===== src/rtl/guess_game_seq_if.sv =====
// Strobe/flag bundle between the round sequencer and the lab 1 guessing datapath.
interface guess_game_seq_if;
  logic o_inc_actual;
  logic o_latch_guess;
  logic o_update_leds;
  logic i_equal;

  modport master (
    output o_inc_actual,
    output o_latch_guess,
    output o_update_leds,
    input  i_equal
  );

  modport slave (
    input  o_inc_actual,
    input  o_latch_guess,
    input  o_update_leds,
    output i_equal
  );
endinterface


===== src/rtl/guess_game_seq.sv =====
// Round sequencer: seeds the target until the first press, paces each guess through
// latch/compare/LED update, counts attempts and holds a timed WIN/LOSE display.
module guess_game_seq #(
  parameter int unsigned MAX_ATTEMPTS = 7,
  parameter int unsigned HOLD_CYCLES  = 50_000_000
) (
  input  logic                    clk,
  input  logic                    reset,
  input  logic                    i_enter,
  guess_game_seq_if.master        dp,
  output logic [3:0]              o_attempts,
  output logic                    o_win,
  output logic                    o_lose
);

  typedef enum logic [2:0] {
    SEED = 3'd0,
    IDLE = 3'd1,
    CMP  = 3'd2,
    WIN  = 3'd3,
    LOSE = 3'd4
  } state_t;

  localparam logic [31:0] HOLD_LAST = 32'(HOLD_CYCLES - 1);
  localparam logic [3:0]  LAST_TRY  = 4'(MAX_ATTEMPTS);

  state_t      state;
  state_t      state_nxt;
  logic        enter_q;
  logic        press;
  logic [31:0] hold_cnt;
  logic        hold_done;
  logic [3:0]  attempts_nxt;
  logic        in_hold;

  // enter_q resets high so a button held through reset never registers as a press
  assign press        = i_enter & ~enter_q;
  assign hold_done    = (hold_cnt == HOLD_LAST);
  assign attempts_nxt = o_attempts + 4'd1;
  assign in_hold      = (state == WIN) || (state == LOSE);

  always_ff @(posedge clk or posedge reset) begin
    if (reset) begin
      state <= SEED;
    end else begin
      state <= state_nxt;
    end
  end

  always_comb begin
    state_nxt = SEED;
    case (state)
      SEED: state_nxt = press ? IDLE : SEED;
      IDLE: state_nxt = press ? CMP : IDLE;
      CMP: begin
        if (dp.i_equal)
          state_nxt = WIN;
        else if (attempts_nxt == LAST_TRY)
          state_nxt = LOSE;
        else
          state_nxt = IDLE;
      end
      WIN:     state_nxt = hold_done ? SEED : WIN;
      LOSE:    state_nxt = hold_done ? SEED : LOSE;
      default: state_nxt = SEED;
    endcase
  end

  always_comb begin
    dp.o_inc_actual  = 1'b0;
    dp.o_latch_guess = 1'b0;
    dp.o_update_leds = 1'b0;
    o_win            = 1'b0;
    o_lose           = 1'b0;
    case (state)
      SEED:    dp.o_inc_actual  = ~press;
      IDLE:    dp.o_latch_guess = press;
      CMP:     dp.o_update_leds = 1'b1;
      WIN:     o_win            = 1'b1;
      LOSE:    o_lose           = 1'b1;
      default: ;
    endcase
  end

  always_ff @(posedge clk or posedge reset) begin
    if (reset) begin
      enter_q    <= 1'b1;
      o_attempts <= '0;
      hold_cnt   <= '0;
    end else begin
      enter_q <= i_enter;

      if (state == CMP)
        o_attempts <= attempts_nxt;
      else if (in_hold && hold_done)
        o_attempts <= '0;

      // Counter idles at zero so it is already cleared on entry to WIN/LOSE
      if (in_hold && !hold_done)
        hold_cnt <= hold_cnt + 32'd1;
      else
        hold_cnt <= '0;
    end
  end

endmodule


===== src/flat_wrapper.sv =====
// flat-port wrapper written by rule: the top's interface ports become plain ports
module guess_game_seq_flat 
#(
  parameter int unsigned MAX_ATTEMPTS = 7,
  parameter int unsigned HOLD_CYCLES  = 50_000_000
)
  (clk, reset, i_enter, o_attempts, o_win, o_lose, dp_o_inc_actual, dp_o_latch_guess, dp_o_update_leds, dp_i_equal);
  guess_game_seq_if dp_i ();
  input  logic clk;
  input  logic reset;
  input  logic i_enter;
  output logic [3:0] o_attempts;
  output logic o_win;
  output logic o_lose;
  output wire logic [$bits(dp_i.o_inc_actual)-1:0] dp_o_inc_actual;
  output wire logic [$bits(dp_i.o_latch_guess)-1:0] dp_o_latch_guess;
  output wire logic [$bits(dp_i.o_update_leds)-1:0] dp_o_update_leds;
  input wire logic [$bits(dp_i.i_equal)-1:0] dp_i_equal;
  assign dp_o_inc_actual = dp_i.o_inc_actual;
  assign dp_o_latch_guess = dp_i.o_latch_guess;
  assign dp_o_update_leds = dp_i.o_update_leds;
  assign dp_i.i_equal = dp_i_equal;
  guess_game_seq #(.MAX_ATTEMPTS(MAX_ATTEMPTS), .HOLD_CYCLES(HOLD_CYCLES)) u_core (.clk(clk), .reset(reset), .i_enter(i_enter), .dp(dp_i), .o_attempts(o_attempts), .o_win(o_win), .o_lose(o_lose));
endmodule

===== config.mk =====
export PLATFORM = sky130hd
export DESIGN_NAME = guess_game_seq_flat
export DESIGN_NICKNAME = d
export VERILOG_FILES = /design/src/rtl/guess_game_seq_if.sv /design/src/rtl/guess_game_seq.sv /design/src/flat_wrapper.sv
export SDC_FILE = /design/constraint.sdc
export NUM_CORES = 1
export LEC_CHECK = 0
export ABC_CLOCK_PERIOD_IN_PS = 3650
export BUFFER_PORTS_ARGS = -buffer_cell sky130_fd_sc_hd__buf_2
export CAP_MARGIN = 20
export CORE_MARGIN = 3
export CORE_UTILIZATION = 50
export CTS_BUF_LIST = sky130_fd_sc_hd__clkbuf_2 sky130_fd_sc_hd__clkbuf_4 sky130_fd_sc_hd__clkbuf_8
export DETAILED_ROUTE_END_ITERATION = 16
export HOLD_SLACK_MARGIN = 0.03
export PLACE_DENSITY = 0.77
export SLEW_MARGIN = 20
export SYNTH_ARGS = -nofsm -noshare
export SYNTH_HDL_FRONTEND = slang
export SYNTH_SLANG_ARGS = --single-unit

===== constraint.sdc =====
create_clock -name clk -period 3.65 [get_ports clk]
set_clock_uncertainty 0.05 [all_clocks]
set_input_delay 0.73 -clock clk [delete_from_list [all_inputs] [get_ports clk]]
set_output_delay 0.73 -clock clk [all_outputs]
set_load 0.005 [all_outputs]

==> impl_metrics.tcl <==
set metrics [dict create \
    status "finished clean" \
    drc_errors 0 \
    syn-cell-area_mm2 0.00218 \
    ioPinCount 13 \
    grt_pass1_vias 1558 \
    worst_slack_ns 1.28 \
    clk_pin_slew_ns 0.08 \
    p_comb_frac 0.235 \
    slew_headroom 0.513 \
    ys_seq_elements 40 \
    clockBufferDepth 2 \
    cts_sinks 40 \
    holdCritPathClass "reg -> reg" \
    die_h_um 72.1 \
    die_area_mm2 0.00520 \
    path_max_fanout 8 \
    finalNetCount 248 \
    mostFrequentLayoutCell "dfrtp_1" \
    gp_congestion 0.767 \
    syn_avg_cell_area_um2 9.62 \
    drt.antenna.violating_nets 0 \
    synth_area_leaders "dfrtp_1, xnor2_1, nor2_1" \
    synth_cell_types 44 \
    antenna_found_initial 0 \
    ys.flop_type "dfrtp_1" \
    syn_nets 234 \
    cap_violations 0 \
    fmax_mhz 422 \
    initial_core_util 0.531 \
    period_share 0.650 \
    netlist_instances 227 \
    slew_violations 0 \
    crit_top_cell "inv_1" \
    multi_input_area_mm2 0.00110 \
    cp-start-kind "register" \
    seq_power_share 0.485 \
    dp_hpwl_mm 2.70 \
    core-area_mm2 0.00412 \
    endpoint_kind "primary output" \
    cts_buffers 5 \
    dr_total_vias 1630 \
    diodes 0 \
    worst_slew_pin_slew_ns 0.728 \
    cpPeakStageDelay_ns 0.50 \
    p_clk_frac 0.280 \
    yosysTopAreaCell "dfrtp_1" \
    hold_path_depth 1 \
    grt-busiest-layer "met2" \
    fin_setup_tns_ns 0 \
    p_int_uw 716 \
    r2r_start "u_core.hold_cnt[18]$_DFF_PP0_" \
    rrSetupSlack_ns 1.51 \
    dr.pass1.iters 4 \
    use_met3 0.0512 \
    clk_latency_ns 0.30 \
    drt_iter0_drc 98 \
    seqCellArea_mm2 0.00100 \
    reg2regPathDepth 6 \
    yosys_warnings 0 \
    final_cell_mix "dfrtp_1, nor2_1, xnor2_1" \
    required_ns 2.87 \
    via_per_inst 5.58 \
    grt_pass1_wl_mm 7.15 \
    ys_async_sr_fraction 1.00 \
    fin_crit_ns 2.37 \
    timing.final.hold_violations 0 \
    reg2reg_to "u_core.hold_cnt[27]$_DFF_PP0_" \
    whs_endpoint "u_core.hold_cnt[0]$_DFF_PP0_" \
    grtUsageMet1 0.245 \
    crit_chain "inv_1 -> or3_1 -> inv_1 -> buf_2" \
    grt_max_degree 41 \
    track_usage 0.175 \
    cts_hold_buf 0 \
    wire_per_inst_um 13.6 \
    finalSetupViolCount 0 \
    die_width_um 72.1 \
    seq_area_frac_synth 0.459 \
    ctsResizeCount 0 \
    n_fill_cell 366 \
    ctsRootBufferMaster "clkbuf_8" \
    num_rows 23 \
    cts_tree "done" \
    grt.overflow.total 0 \
    globalRouteMet2Util 0.258 \
    cellLeakagePower_uw 0.000961 \
    synth_enable_flop_cells 0 \
    totalWireLength_mm 3.98 \
    worstPathArrival_ns 1.59 \
    drive_gt1_frac 0.169 \
    critPathKind "reg -> out" \
    ir_drop_mv 0.290 \
    p_sw_frac 0.337 \
    synth_top_area_share 0.447 \
    io_buffers 12 \
    post_cts_buffers 0 \
    rsz0062_at_grt "false" \
    power_density_mw_per_mm2 456 \
    area_growth_pct 8.48 \
    hp-start "u_core.hold_cnt[0]$_DFF_PP0_" \
    power_switching_uw 364 \
    cpMaxStageDelayCell "or3_1" \
    dp_worst_setup_slack_ns 1.49 \
    cts_max_level 2 \
]
[layer usage]
layer	up-vias	wire, um
li1	814	-
met1	788	1950
met2	22	1830
met3	6	141
met4	0	63
met5	-	0
[sequential cells by signal, summed over array words and instances, names as in the netlist]
name,count
u_core.hold_cnt,32
u_core.o_attempts,4
u_core.state,3
u_core.enter_q,1
[synth_stat cells (2+ instances only)]
| cell | instances |
|---|---|
| nor2_2 | 2 |
| nor3_1 | 5 |
| nand4_2 | 2 |
| nand3_1 | 12 |
| nor4_2 | 4 |
| and4_2 | 3 |
| nand3b_1 | 2 |
| nor4_1 | 7 |
| o21ai_0 | 8 |
| a21oi_1 | 5 |
| inv_1 | 11 |
| nand4_1 | 6 |
| clkbuf_1 | 2 |
| dfrtp_1 | 39 |
| buf_6 | 2 |
| buf_2 | 3 |
| nor2_1 | 38 |
| ha_1 | 3 |
| nand2_1 | 15 |
| and3_1 | 2 |
| a211oi_1 | 2 |
| nor3b_1 | 2 |
| or3_1 | 3 |
| xor2_1 | 8 |
| xnor2_1 | 21 |
| and4_1 | 2 |
[cells by family (layout without fill, tap and decap cells)]
logic type,after synthesis,count (layout),synth area share
buf+inv,18,33,0.0395
xor+xnor,29,29,0.116
compound gates,22,22,0.0653
flops,40,40,0.459
fa+ha+maj,3,3,0.0172
simple gates,115,115,0.303
[stage by stage]
step	power (uW)	utilization	instance area [um2]	cells	hold WS (ns)
2_1_floorplan	716	-	2180	227	0.420
3_3_place_gp	788	0.553	2280	284	0.463
3_5_place_dp	787	0.553	2280	284	0.462
4_1_cts	1090	0.576	2370	292	0.472
5_1_grt	1150	0.576	2370	292	0.477
6_report	1080	0.576	2370	292	0.468
[worst max-delay path, delay by kind of cell, from the launching register on]
kind,cells,cell delay (ns)
simple gates,1,0.50
flops,1,0.41
buf+inv,3,0.39
[area by class of cell]
cell class	count	area share
multi-input cells	169	0.463
flip-flops and latches	40	0.423
clock buffers	6	0.0348
repair buffers	14	0.0317
well taps	50	0.0264
inverters	11	0.0174
clock inverters	2	0.00422
[power by group through the flow]
stage               sequential, uW  combinational [uW]  clock [uW]
floorplan                      517                 199           0
global placement               531                 258           0
detailed placement             532                 255           0
CTS                            523                 256         312
global route                   531                 292         326
finish                         524                 254         302
[how the worst max path moves through the flow]
stage	start	cells after the start	end
global placement	i_enter	4	dp_o_latch_guess
detailed placement	i_enter	4	dp_o_latch_guess
finish	u_core.state[1]$_DFF_PP0_	4	dp_o_update_leds
CTS	u_core.state[1]$_DFF_PP0_	4	dp_o_update_leds
floorplan	u_core.hold_cnt[0]$_DFF_PP0_	8	u_core.hold_cnt[28]$_DFF_PP0_
global route	u_core.state[1]$_DFF_PP0_	4	dp_o_update_leds
Note: power is estimated with default switching activity, not from simulation.
